`config.mk`:
```
export PLATFORM = sky130hd
export DESIGN_NAME = register_file_param
export DESIGN_NICKNAME = d
export VERILOG_FILES = /design/src/rtl/register_file_param.sv
export SDC_FILE = /design/constraint.sdc
export NUM_CORES = 1
export LEC_CHECK = 0
export ABC_AREA = 1
export BUFFER_PORTS_ARGS = -buffer_cell sky130_fd_sc_hd__buf_2
export CAP_MARGIN = 20
export CORE_ASPECT_RATIO = 0.6
export CORE_MARGIN = 1
export CORE_UTILIZATION = 40
export DETAILED_ROUTE_END_ITERATION = 7
export MAX_ROUTING_LAYER = met4
export PLACE_DENSITY_LB_ADDON = 0.2
export SKIP_CTS_REPAIR_TIMING = 1
export SYNTH_ARGS = -nofsm -noshare
export SYNTH_HDL_FRONTEND = slang
export SYNTH_SLANG_ARGS = --single-unit
export TNS_END_PERCENT = 20
```
`constraint.sdc`:
```
create_clock -name clock -period 1.2 [get_ports clock]
set_input_delay 0.06 -clock clock [delete_from_list [all_inputs] [get_ports clock]]
set_output_delay 0.06 -clock clock [all_outputs]
set_load 0.005 [all_outputs]
```
`src/rtl/register_file_param.sv`:
```
// register_file_param: parametrised register file with one write port, two
// registered read ports (one-cycle latency, read_valid pulse), optional
// write-to-read bypass, optional hardwired-zero register 0 and a sequenced
// clear-all engine that runs behind busy.
//
// state    | meaning
// ---------+-------------------------------------------------------------
// ST_IDLE  | normal operation: writes, reads and clear requests accepted
// ST_CLEAR | zeroing one register per cycle; all requests ignored
module register_file_param #(
  parameter int DATA_WIDTH = 8,
  parameter int ADDR_WIDTH = 2,
  parameter int BYPASS     = 1,
  parameter int ZERO_REG   = 0
) (
  input  logic                  clock,
  input  logic                  reset_n,
  input  logic [ADDR_WIDTH-1:0] read_reg1,
  input  logic [ADDR_WIDTH-1:0] read_reg2,
  input  logic                  read_en,
  input  logic [ADDR_WIDTH-1:0] write_reg,
  input  logic [DATA_WIDTH-1:0] write_data,
  input  logic                  signal_regwrite,
  input  logic                  clear_req,
  output logic [DATA_WIDTH-1:0] output_reg1,
  output logic [DATA_WIDTH-1:0] output_reg2,
  output logic                  read_valid,
  output logic                  busy
);

  localparam int DEPTH = 1 << ADDR_WIDTH;
  localparam logic [ADDR_WIDTH-1:0] LAST_IDX = ADDR_WIDTH'(DEPTH - 1);

  typedef enum logic [0:0] {
    ST_IDLE  = 1'b0,
    ST_CLEAR = 1'b1
  } state_t;

  state_t                  state_q, state_d;
  logic [ADDR_WIDTH-1:0]   cnt_q, cnt_d;
  logic [DATA_WIDTH-1:0]   regs_q [DEPTH];
  logic [DATA_WIDTH-1:0]   regs_d [DEPTH];
  logic [DATA_WIDTH-1:0]   out1_q, out1_d;
  logic [DATA_WIDTH-1:0]   out2_q, out2_d;
  logic                    valid_q, valid_d;
  logic                    busy_q, busy_d;
  logic [DATA_WIDTH-1:0]   rd1, rd2;
  logic                    wr_ok;

  // Read-port data selection: array value, optionally forwarded write data,
  // forced to zero for a hardwired register 0.
  always_comb begin
    rd1 = regs_q[read_reg1];
    rd2 = regs_q[read_reg2];
    if ((BYPASS != 0) && signal_regwrite && (write_reg == read_reg1)) rd1 = write_data;
    if ((BYPASS != 0) && signal_regwrite && (write_reg == read_reg2)) rd2 = write_data;
    if ((ZERO_REG != 0) && (read_reg1 == '0)) rd1 = '0;
    if ((ZERO_REG != 0) && (read_reg2 == '0)) rd2 = '0;
    wr_ok = signal_regwrite && !((ZERO_REG != 0) && (write_reg == '0));
  end

  // Next-state logic for the FSM, the array and the registered read outputs.
  always_comb begin
    state_d = state_q;
    cnt_d   = cnt_q;
    regs_d  = regs_q;
    out1_d  = out1_q;
    out2_d  = out2_q;
    valid_d = 1'b0;
    busy_d  = busy_q;
    case (state_q)
      ST_IDLE: begin
        if (wr_ok) regs_d[write_reg] = write_data;
        if (read_en) begin
          out1_d  = rd1;
          out2_d  = rd2;
          valid_d = 1'b1;
        end
        if (clear_req) begin
          state_d = ST_CLEAR;
          cnt_d   = '0;
          busy_d  = 1'b1;
        end
      end
      ST_CLEAR: begin
        regs_d[cnt_q] = '0;
        cnt_d         = cnt_q + 1'b1;
        if (cnt_q == LAST_IDX) begin
          state_d = ST_IDLE;
          cnt_d   = '0;
          busy_d  = 1'b0;
        end
      end
      default: begin
        state_d = ST_IDLE;
        cnt_d   = '0;
        busy_d  = 1'b0;
      end
    endcase
  end

  // State registers; reset zeroes everything, including an in-flight clear.
  always_ff @(posedge clock or negedge reset_n) begin
    if (!reset_n) begin
      state_q <= ST_IDLE;
      cnt_q   <= '0;
      out1_q  <= '0;
      out2_q  <= '0;
      valid_q <= 1'b0;
      busy_q  <= 1'b0;
      for (int i = 0; i < DEPTH; i++) regs_q[i] <= '0;
    end else begin
      state_q <= state_d;
      cnt_q   <= cnt_d;
      out1_q  <= out1_d;
      out2_q  <= out2_d;
      valid_q <= valid_d;
      busy_q  <= busy_d;
      for (int i = 0; i < DEPTH; i++) regs_q[i] <= regs_d[i];
    end
  end

  assign output_reg1 = out1_q;
  assign output_reg2 = out2_q;
  assign read_valid  = valid_q;
  assign busy        = busy_q;

endmodule
```
* Yosys cells after proc, flatten, opt, wreduce, memory -nomap -nowiden
Index checks and enable logic that the tools add are counted.
Word-level totals: register bits after elaboration 53, input bits 19, output and inout bits 18
Operators by class: add/subtract/negate cells 1, $lt $le $gt $ge 6, equality and inequality tests 6, mux-type cells 26, bitwise logic cells 7, reductions and logical operators 6
Operators by type and width (number):
- 2-to-1 mux 8 bit | 8
- case mux 32 bit (2 select lines) | 1
- AND 32 bit | 1
- binary-select mux 8 bit (select 2 bit) | 2
- bitwise mux 32 bit | 1
- demux 8 bit (select 2 bit) | 2
- 2-to-1 mux 32 bit | 1
- NOT 32 bit | 1
- greater-or-equal comparator 3 bit (second input constant) | 4
- NOT 2 -> 3 bit | 4
- less-than comparator 3 x 1 -> 1 bit (second input constant) | 2
- 2-to-1 mux 1 bit | 6
- == test 2 bit | 2
- logical AND 1 bit | 4
- 2-to-1 mux 2 bit | 2
- inequality test 2 bit (second input constant) | 2
- case mux 1 bit (2 select lines) | 2
- case mux 2 bit (2 select lines) | 1
- AND reduction 2 bit | 2
- adder 2 x 1 -> 2 bit (second input constant) | 1
- == test 2 bit (second input constant) | 1
- inequality test 2 x 1 -> 1 bit (second input constant) | 1
- NOT 1 bit | 1

* Logic depth before layout (Yosys ltp)
Gate-level depths: netlist (run 1).
depth after elaboration 8, depth in mapped cells 9

* Least setup slack after synthesis (run 1)
OpenSTA, ideal clock, no wires.
path kind reg-to-reg, start point reg state_q, end point reg regs_q[0] in the netlist's numbering, arrival time 1155 ps, path slack -97 ps, cell stages (with the launch flop) 6, path buffers 1, clock period less this slack 1297 ps, cell sequence dfrtp_1 > buf_2 > inv_1 > nand3_1 > o21ai_1 > a21oi_1
On the way: word-level cells in the longest chain between the ends 2, elaborated cells between the ends (all ways) 3, classes of those cells eq/ne: 1; mux: 1; bitwise: 1
Ends and longest elaborated chain:
- start, declared | line 39 | state_t state_q, state_d;
- start signal, assigned | line 113 | state_q <= state_d;
- NOT 1 bit
- case mux 32 bit (2 select lines) or inequality test 2 bit (tied branches)
- end, declared | line 41 | logic [DATA_WIDTH-1:0] regs_q [DEPTH];
Parallel ways exist; a longest one is shown, timed or not. A chain may end at the register's enable or synchronous reset.

* Final worst setup path (run 1)
start point reg state_q, end point reg regs_q[5] in the netlist's numbering
Same word-level chain as after synthesis.

==> results.json, run 1 <==
{
  "cp.required_ps": 1380,
  "place_area_um2": 3270,
  "pin_count": 37,
  "grt_pass1_wl_um": 14000,
  "setup_viol": 0,
  "fillCellCount": 695,
  "grt_pass1_vias": 2582,
  "critPathMaxFanout": 8,
  "die-area_um2": 7550,
  "busiest_layer": "met1",
  "fmax_ghz": 0.875,
  "antenna_cells": 0,
  "synth_seq_area_share_pct": 46.1,
  "coreArea_um2": 6820,
  "fin_tns_setup_ps": 0,
  "p_leak_nw": 1.71,
  "grt_usage_pct": 25.6,
  "drv_slew": 0,
  "clk_path_buf_depth": 2,
  "crit_chain": "inv_2, nand3_4, o21ai_2, buf_6, a21oi_1",
  "wl_um": 8620,
  "wire_per_inst_um": 16.3,
  "met2_usage_pct": 35.0,
  "max_stage_delay_ps": 420,
  "p_per_area_nw_per_um2": 1860,
  "cts_tree": "yes",
  "rows": 23,
  "r2r_start": "state_q",
  "clkTransAtPathRegs_ps": 70,
  "dp.cells": 520,
  "ys_ff_latch": 53,
  "r2r_setup_slack_ps": 60,
  "clk_latency_ps": 290,
  "reg2regPathDepth": 5,
  "multiInputGateArea_um2": 1440,
  "critPathBufInv": 2,
  "finClkSkew_ps": 4.80,
  "drive_gt1_share_pct": 20.4,
  "worstSetupPathType": "register to register",
  "whs_path_depth": 3,
  "p_total_mw": 6.50,
  "fin_nets": 465,
  "tightest_slew_ps": 342,
  "final_util_pct": 51.2,
  "stdcell_area_um2": 3490,
  "period_share_pct": 95.2,
  "hold_path.class": "input pin to register",
  "vias_per_cell": 5.54,
  "critical_path.startpoint": "state_q",
  "synth_warnings": 0,
  "dr.first_iter.drc_count": 242,
  "violations": "design-rule violations",
  "clock_sinks": 53,
  "yosysUniqueCellTypes": 20,
  "drc": 8,
  "grt_overflow": 0,
  "clockRootBuffer": "clkbuf_16",
  "synth_fp_nets": 417,
  "area.growth.synth_to_final_pct": 21.4,
  "met1_usage_pct": 38.2,
  "rsz0062_at_grt": "yes",
  "routabilityCongestion": 0.946,
  "grt_max_degree": 54,
  "drv_cap": 0,
  "period_needed_ps": 1140,
  "detailed_place_hpwl_um": 6470,
  "final_cells": 528,
  "cts_buffers": 5,
  "r2r_end": "regs_q[5]",
  "die_w_um": 112,
  "regArea_um2": 1330,
  "die_h_um": 67.7,
  "syn_inst": 394,
  "cp-end-kind": "register",
  "cp.arrival_ps": 1330,
  "met3_usage_pct": 5.30,
  "final_antenna_net_count": 0,
  "vias": 2924,
  "outcome": "complete, but fails checks",
  "synth_area_per_cell_um2": 7.30,
  "syn-cell-area_um2": 2880,
  "cp_slowest_cell": "dfrtp_1",
  "numPortBuffers": 36,
  "firstDrtPassIters": 8,
  "peakVddDrop_mv": 0.723,
  "critical-path-top-delay-family": "flip-flops",
  "crit_end": "regs_q[5]",
  "critPathLaunchType": "register",
  "htreeDepth": 2,
  "initial_core_util_pct": 42.2,
  "antenna_found_initial": 0,
  "relSlewSlack_pct": 77.2,
  "hold_viol": 0,
  "cp_num_cells": 5
}
per-stage QoR:
| step | worst slack, ps | hold slack (ps) |
|---|---|---|
| final | 57.1 | 18.2 |
| after global routing | -39.5 | 37.8 |
| after CTS | -115 | -230 |
| after detailed placement | -91.2 | 79.1 |
| after global placement | -92.3 | 77.9 |
| after floorplan | -47.8 | -236 |
synth_stat cells:
master | count | area, um2
inv_2 | 7 | 26.3
o21ai_1 | 1 | 5.00
nor2_1 | 5 | 18.8
inv_1 | 16 | 60.1
a22o_1 | 1 | 8.76
clkbuf_1 | 2 | 7.51
o21ai_2 | 2 | 17.5
o21ai_0 | 40 | 200
nand2_2 | 1 | 6.26
ha_1 | 4 | 50.1
nor2_2 | 2 | 12.5
nand3_1 | 93 | 465
clkinv_1 | 1 | 3.75
nand2_1 | 134 | 503
buf_2 | 11 | 55.1
dfrtp_1 | 53 | 1330
o31ai_1 | 1 | 7.51
buf_4 | 2 | 15.0
buf_1 | 1 | 3.75
a21oi_1 | 17 | 85.1
placed cells by master, fill, tap and decap left out:
| cell type | n |
|---|---|
| buf_6 | 3 |
| buf_4 | 14 |
| a21oi_1 | 14 |
| buf_12 | 3 |
| o21ai_0 | 39 |
| buf_2 | 36 |
| a22o_1 | 1 |
| nand3_1 | 92 |
| nand2_4 | 3 |
| nand2_1 | 130 |
| clkinv_2 | 1 |
| inv_4 | 1 |
| nand2_2 | 2 |
| nor2_1 | 4 |
| inv_6 | 1 |
| o31ai_1 | 1 |
| o21ai_2 | 3 |
| a21oi_2 | 3 |
| ha_2 | 3 |
| ha_1 | 1 |
| inv_1 | 14 |
| o21ai_1 | 1 |
| nor2_2 | 3 |
| inv_2 | 8 |
| dlygate4sd3_1 | 1 |
| clkbuf_16 | 5 |
| nand3_4 | 1 |
| dfrtp_1 | 53 |
worst min-delay path, cell delays in order:
cell     delay, ps
buf_2          100
nand2_1         60
a21oi_1         50
state kept, by name, summed over array words and instances (netlist names):
signal and count:
busy 1, cnt_q 2, output_reg1 8, output_reg2 8, read_valid 1, regs_q 32, state_q 1
how the worst min path moves through the flow:
stage                        from         to  slack, ps
global route        write_data[4]  regs_q[4]         40
floorplan                 reset_n       busy       -240
detailed placement        reset_n  regs_q[9]         80
global placement          reset_n  regs_q[9]         80
CTS                       reset_n    state_q       -230
finish              write_data[0]  regs_q[0]         20
area by class of cell:
type / count / share of cell area [%]
Multi-Input combinational cell: 301 / 41.3
Timing Repair Buffer: 57 / 11.1
Clock buffer: 5 / 3.58
Sequential cell: 53 / 38.0
Tap cell: 87 / 3.11
Clock inverter: 1 / 0.143
Inverter: 24 / 2.79
logic make-up (layout without fill, tap and decap cells):
family / count (synthesis) / count (layout) / synth area share, %
AND/OR/NAND/NOR: 235 / 235 / 35.0
adder cells (fa/ha/maj): 4 / 4 / 1.74
AO/OA/AOI/OAI: 62 / 62 / 11.3
flip-flops: 53 / 53 / 46.1
buffers and inverters: 40 / 87 / 5.96
report_power, final:
group | switching, mW | internal, mW | leakage [nW]
Combinational | 1.36 | 0.960 | 0.944
Sequential | 0.434 | 2.37 | 0.701
Clock | 0.632 | 0.748 | 0.0655
Total | 2.42 | 4.08 | 1.71
metal layers:
| metal | routed length, um | vias up |
|---|---|---|
| met5 | 0 | - |
| met3 | 860 | 9 |
| met4 | 74 | 0 |
| met2 | 3490 | 133 |
| met1 | 4200 | 1373 |
| li1 | - | 1409 |
No activity file was read; power rests on OpenSTA's default activity.
==> run 2, diff against run 1 <==
--- a/config.mk
+++ b/config.mk
@@ -14,6 +14,7 @@
 export DETAILED_ROUTE_END_ITERATION = 7
 export MAX_ROUTING_LAYER = met4
 export PLACE_DENSITY_LB_ADDON = 0.2
+export REMOVE_ABC_BUFFERS = 1
 export SKIP_CTS_REPAIR_TIMING = 1
 export SYNTH_ARGS = -nofsm -noshare
 export SYNTH_HDL_FRONTEND = slang
==> run 2 against run 1 <==
  * The run still ends with design-rule violations left
  * Sequential cell count unchanged
  * First-iteration DRC count up 24%
  * Combinational power is essentially flat
  * Clock power is 7% higher
  * Largest cell class unchanged
  * Clock-buffer cell count increased by 1
  * Die area unchanged
  * Non-clock buffer count up 7
  * Sequential share of layout area is 0.46 points lower
  * Critical path type unchanged
  * Clock skew rose by 2.8 ps
  * Via count decreased by 0.27%
  * Setup slack worse by 5.5 ps
  * Total power increased by 1.7%
==> results.json, run 2 (synthesis gave the netlist of run 1 again) <==
{
  "cp.arrival_ps": 1310,
  "setup_slack_ps": 51.6,
  "coreArea_um2": 6820,
  "rows": 23,
  "grt_overflow": 0,
  "final_util_pct": 51.9,
  "area.growth.synth_to_final_pct": 22.9,
  "final_antenna_net_count": 0,
  "setup_viol": 0,
  "p_leak_nw": 1.75,
  "die-area_um2": 7550,
  "cts_tree": "yes",
  "firstDrtPassIters": 7,
  "detailed_place_hpwl_um": 6390,
  "dr.first_iter.drc_count": 301,
  "reg2regPathDepth": 5,
  "worstSetupPathType": "register to register",
  "grt_usage_pct": 25.0,
  "clock_sinks": 53,
  "outcome": "complete, but fails checks",
  "finClkSkew_ps": 7.56,
  "wire_per_inst_um": 15.7,
  "r2r_setup_slack_ps": 50,
  "pin_count": 37,
  "regMostFlops": "regs_q",
  "relSlewSlack_pct": 71.4,
  "violations": "design-rule violations",
  "vias": 2916,
  "dp.cells": 528,
  "met1_usage_pct": 34.9,
  "cp.required_ps": 1360,
  "drive_gt1_share_pct": 21.8,
  "p_total_mw": 6.61,
  "wl_um": 8430,
  "whs_endpoint": "regs_q[4]",
  "numPortBuffers": 36,
  "rsz0062_at_grt": "yes",
  "clk_latency_ps": 300,
  "htreeDepth": 2,
  "clk_path_buf_depth": 2,
  "vias_per_cell": 5.43,
  "fin_tns_setup_ps": 0,
  "met3_usage_pct": 4.40,
  "met2_usage_pct": 38.0,
  "drc": 7,
  "clockRootBuffer": "clkbuf_16",
  "busiest_layer": "met2",
  "antenna_cells": 0,
  "period_needed_ps": 1150,
  "grt_pass1_wl_um": 13700,
  "die_h_um": 67.7,
  "crit_chain": "nor2_2, nand3_1, buf_4, nand3_1, o21ai_0",
  "drv_cap": 0,
  "min_from": "write_data[4]",
  "final_common_cell": "nand2_1",
  "tightest_slew_ps": 429,
  "r2r_end": "regs_q[18]",
  "hold_viol": 0,
  "place_ws_ps": -76.7,
  "fillCellCount": 682,
  "period_share_pct": 95.7,
  "grt_max_degree": 54,
  "fin_nets": 472,
  "largest_reg_flops": 32,
  "initial_core_util_pct": 42.2,
  "final_cell_mix": "130 x nand2_1, 92 x nand3_1, 53 x dfrtp_1, 39 x o21ai_0, 36 x buf_2",
  "cp_slowest_cell": "dfrtp_1",
  "critPathMaxFanout": 6,
  "critPathLaunchType": "register",
  "p_per_area_nw_per_um2": 1870,
  "antenna_found_initial": 0,
  "cts_buffers": 5,
  "crit_top_cell": "nand3_1",
  "whs_path_depth": 3,
  "clkTransAtPathRegs_ps": 70,
  "max_stage_delay_ps": 410,
  "drv_slew": 0,
  "cp-end-kind": "register",
  "peakVddDrop_mv": 1.19,
  "hold_path.class": "input pin to register",
  "grt_pass1_vias": 2649,
  "fmax_ghz": 0.871,
  "die_w_um": 112,
  "routabilityCongestion": 0.842,
  "r2r_start": "state_q",
  "final_cells": 537
}
-- run 2: worst max path at each step --
| stage | endpoint | slack [ps] | startpoint | cells after the start |
|---|---|---|---|---|
| global route | regs_q[21] | -20 | state_q | 5 |
| finish | regs_q[18] | 50 | state_q | 5 |
| CTS | regs_q[18] | -90 | cnt_q[1] | 5 |
| floorplan | output_reg1[0] | -200 | state_q | 5 |
| detailed placement | regs_q[18] | -80 | cnt_q[1] | 5 |
| global placement | regs_q[25] | -20 | cnt_q[0] | 5 |
-- run 2: cell type report --
| type | instances | area, um2 | share of cell area [%] |
|---|---|---|---|
| Clock buffer | 6 | 139 | 3.93 |
| Inverter | 24 | 92.6 | 2.62 |
| Timing Repair Buffer | 64 | 425 | 12.0 |
| Tap cell | 87 | 109 | 3.08 |
| Clock inverter | 2 | 13.8 | 0.389 |
| Sequential cell | 53 | 1330 | 37.5 |
| Multi-Input combinational cell | 301 | 1430 | 40.5 |
-- run 2: stage by stage --
step	hold WS (ps)	instance area, um2
6_report	16.6	3540
5_1_grt	22.8	3540
4_1_cts	-240	3470
3_5_place_dp	80.7	3310
3_3_place_gp	81.2	3310
2_1_floorplan	-236	2800
-- run 2: routing by layer --
layer	up-vias	part of all wire, %
met4	0	1.3
met1	1375	50
li1	1430	-
met5	-	0
met3	9	6.9
met2	102	42
-- run 2: power breakdown --
group,internal [mW],switching (mW)
logic,0.993,1.33
registers,2.37,0.436
clock network,0.831,0.652
-- run 2: critical path, delay by kind of cell (launching register included) --
kind | cells | cell delay (ps)
flops | 1 | 410
simple gates | 3 | 330
buf+inv | 1 | 180
compound gates | 1 | 100
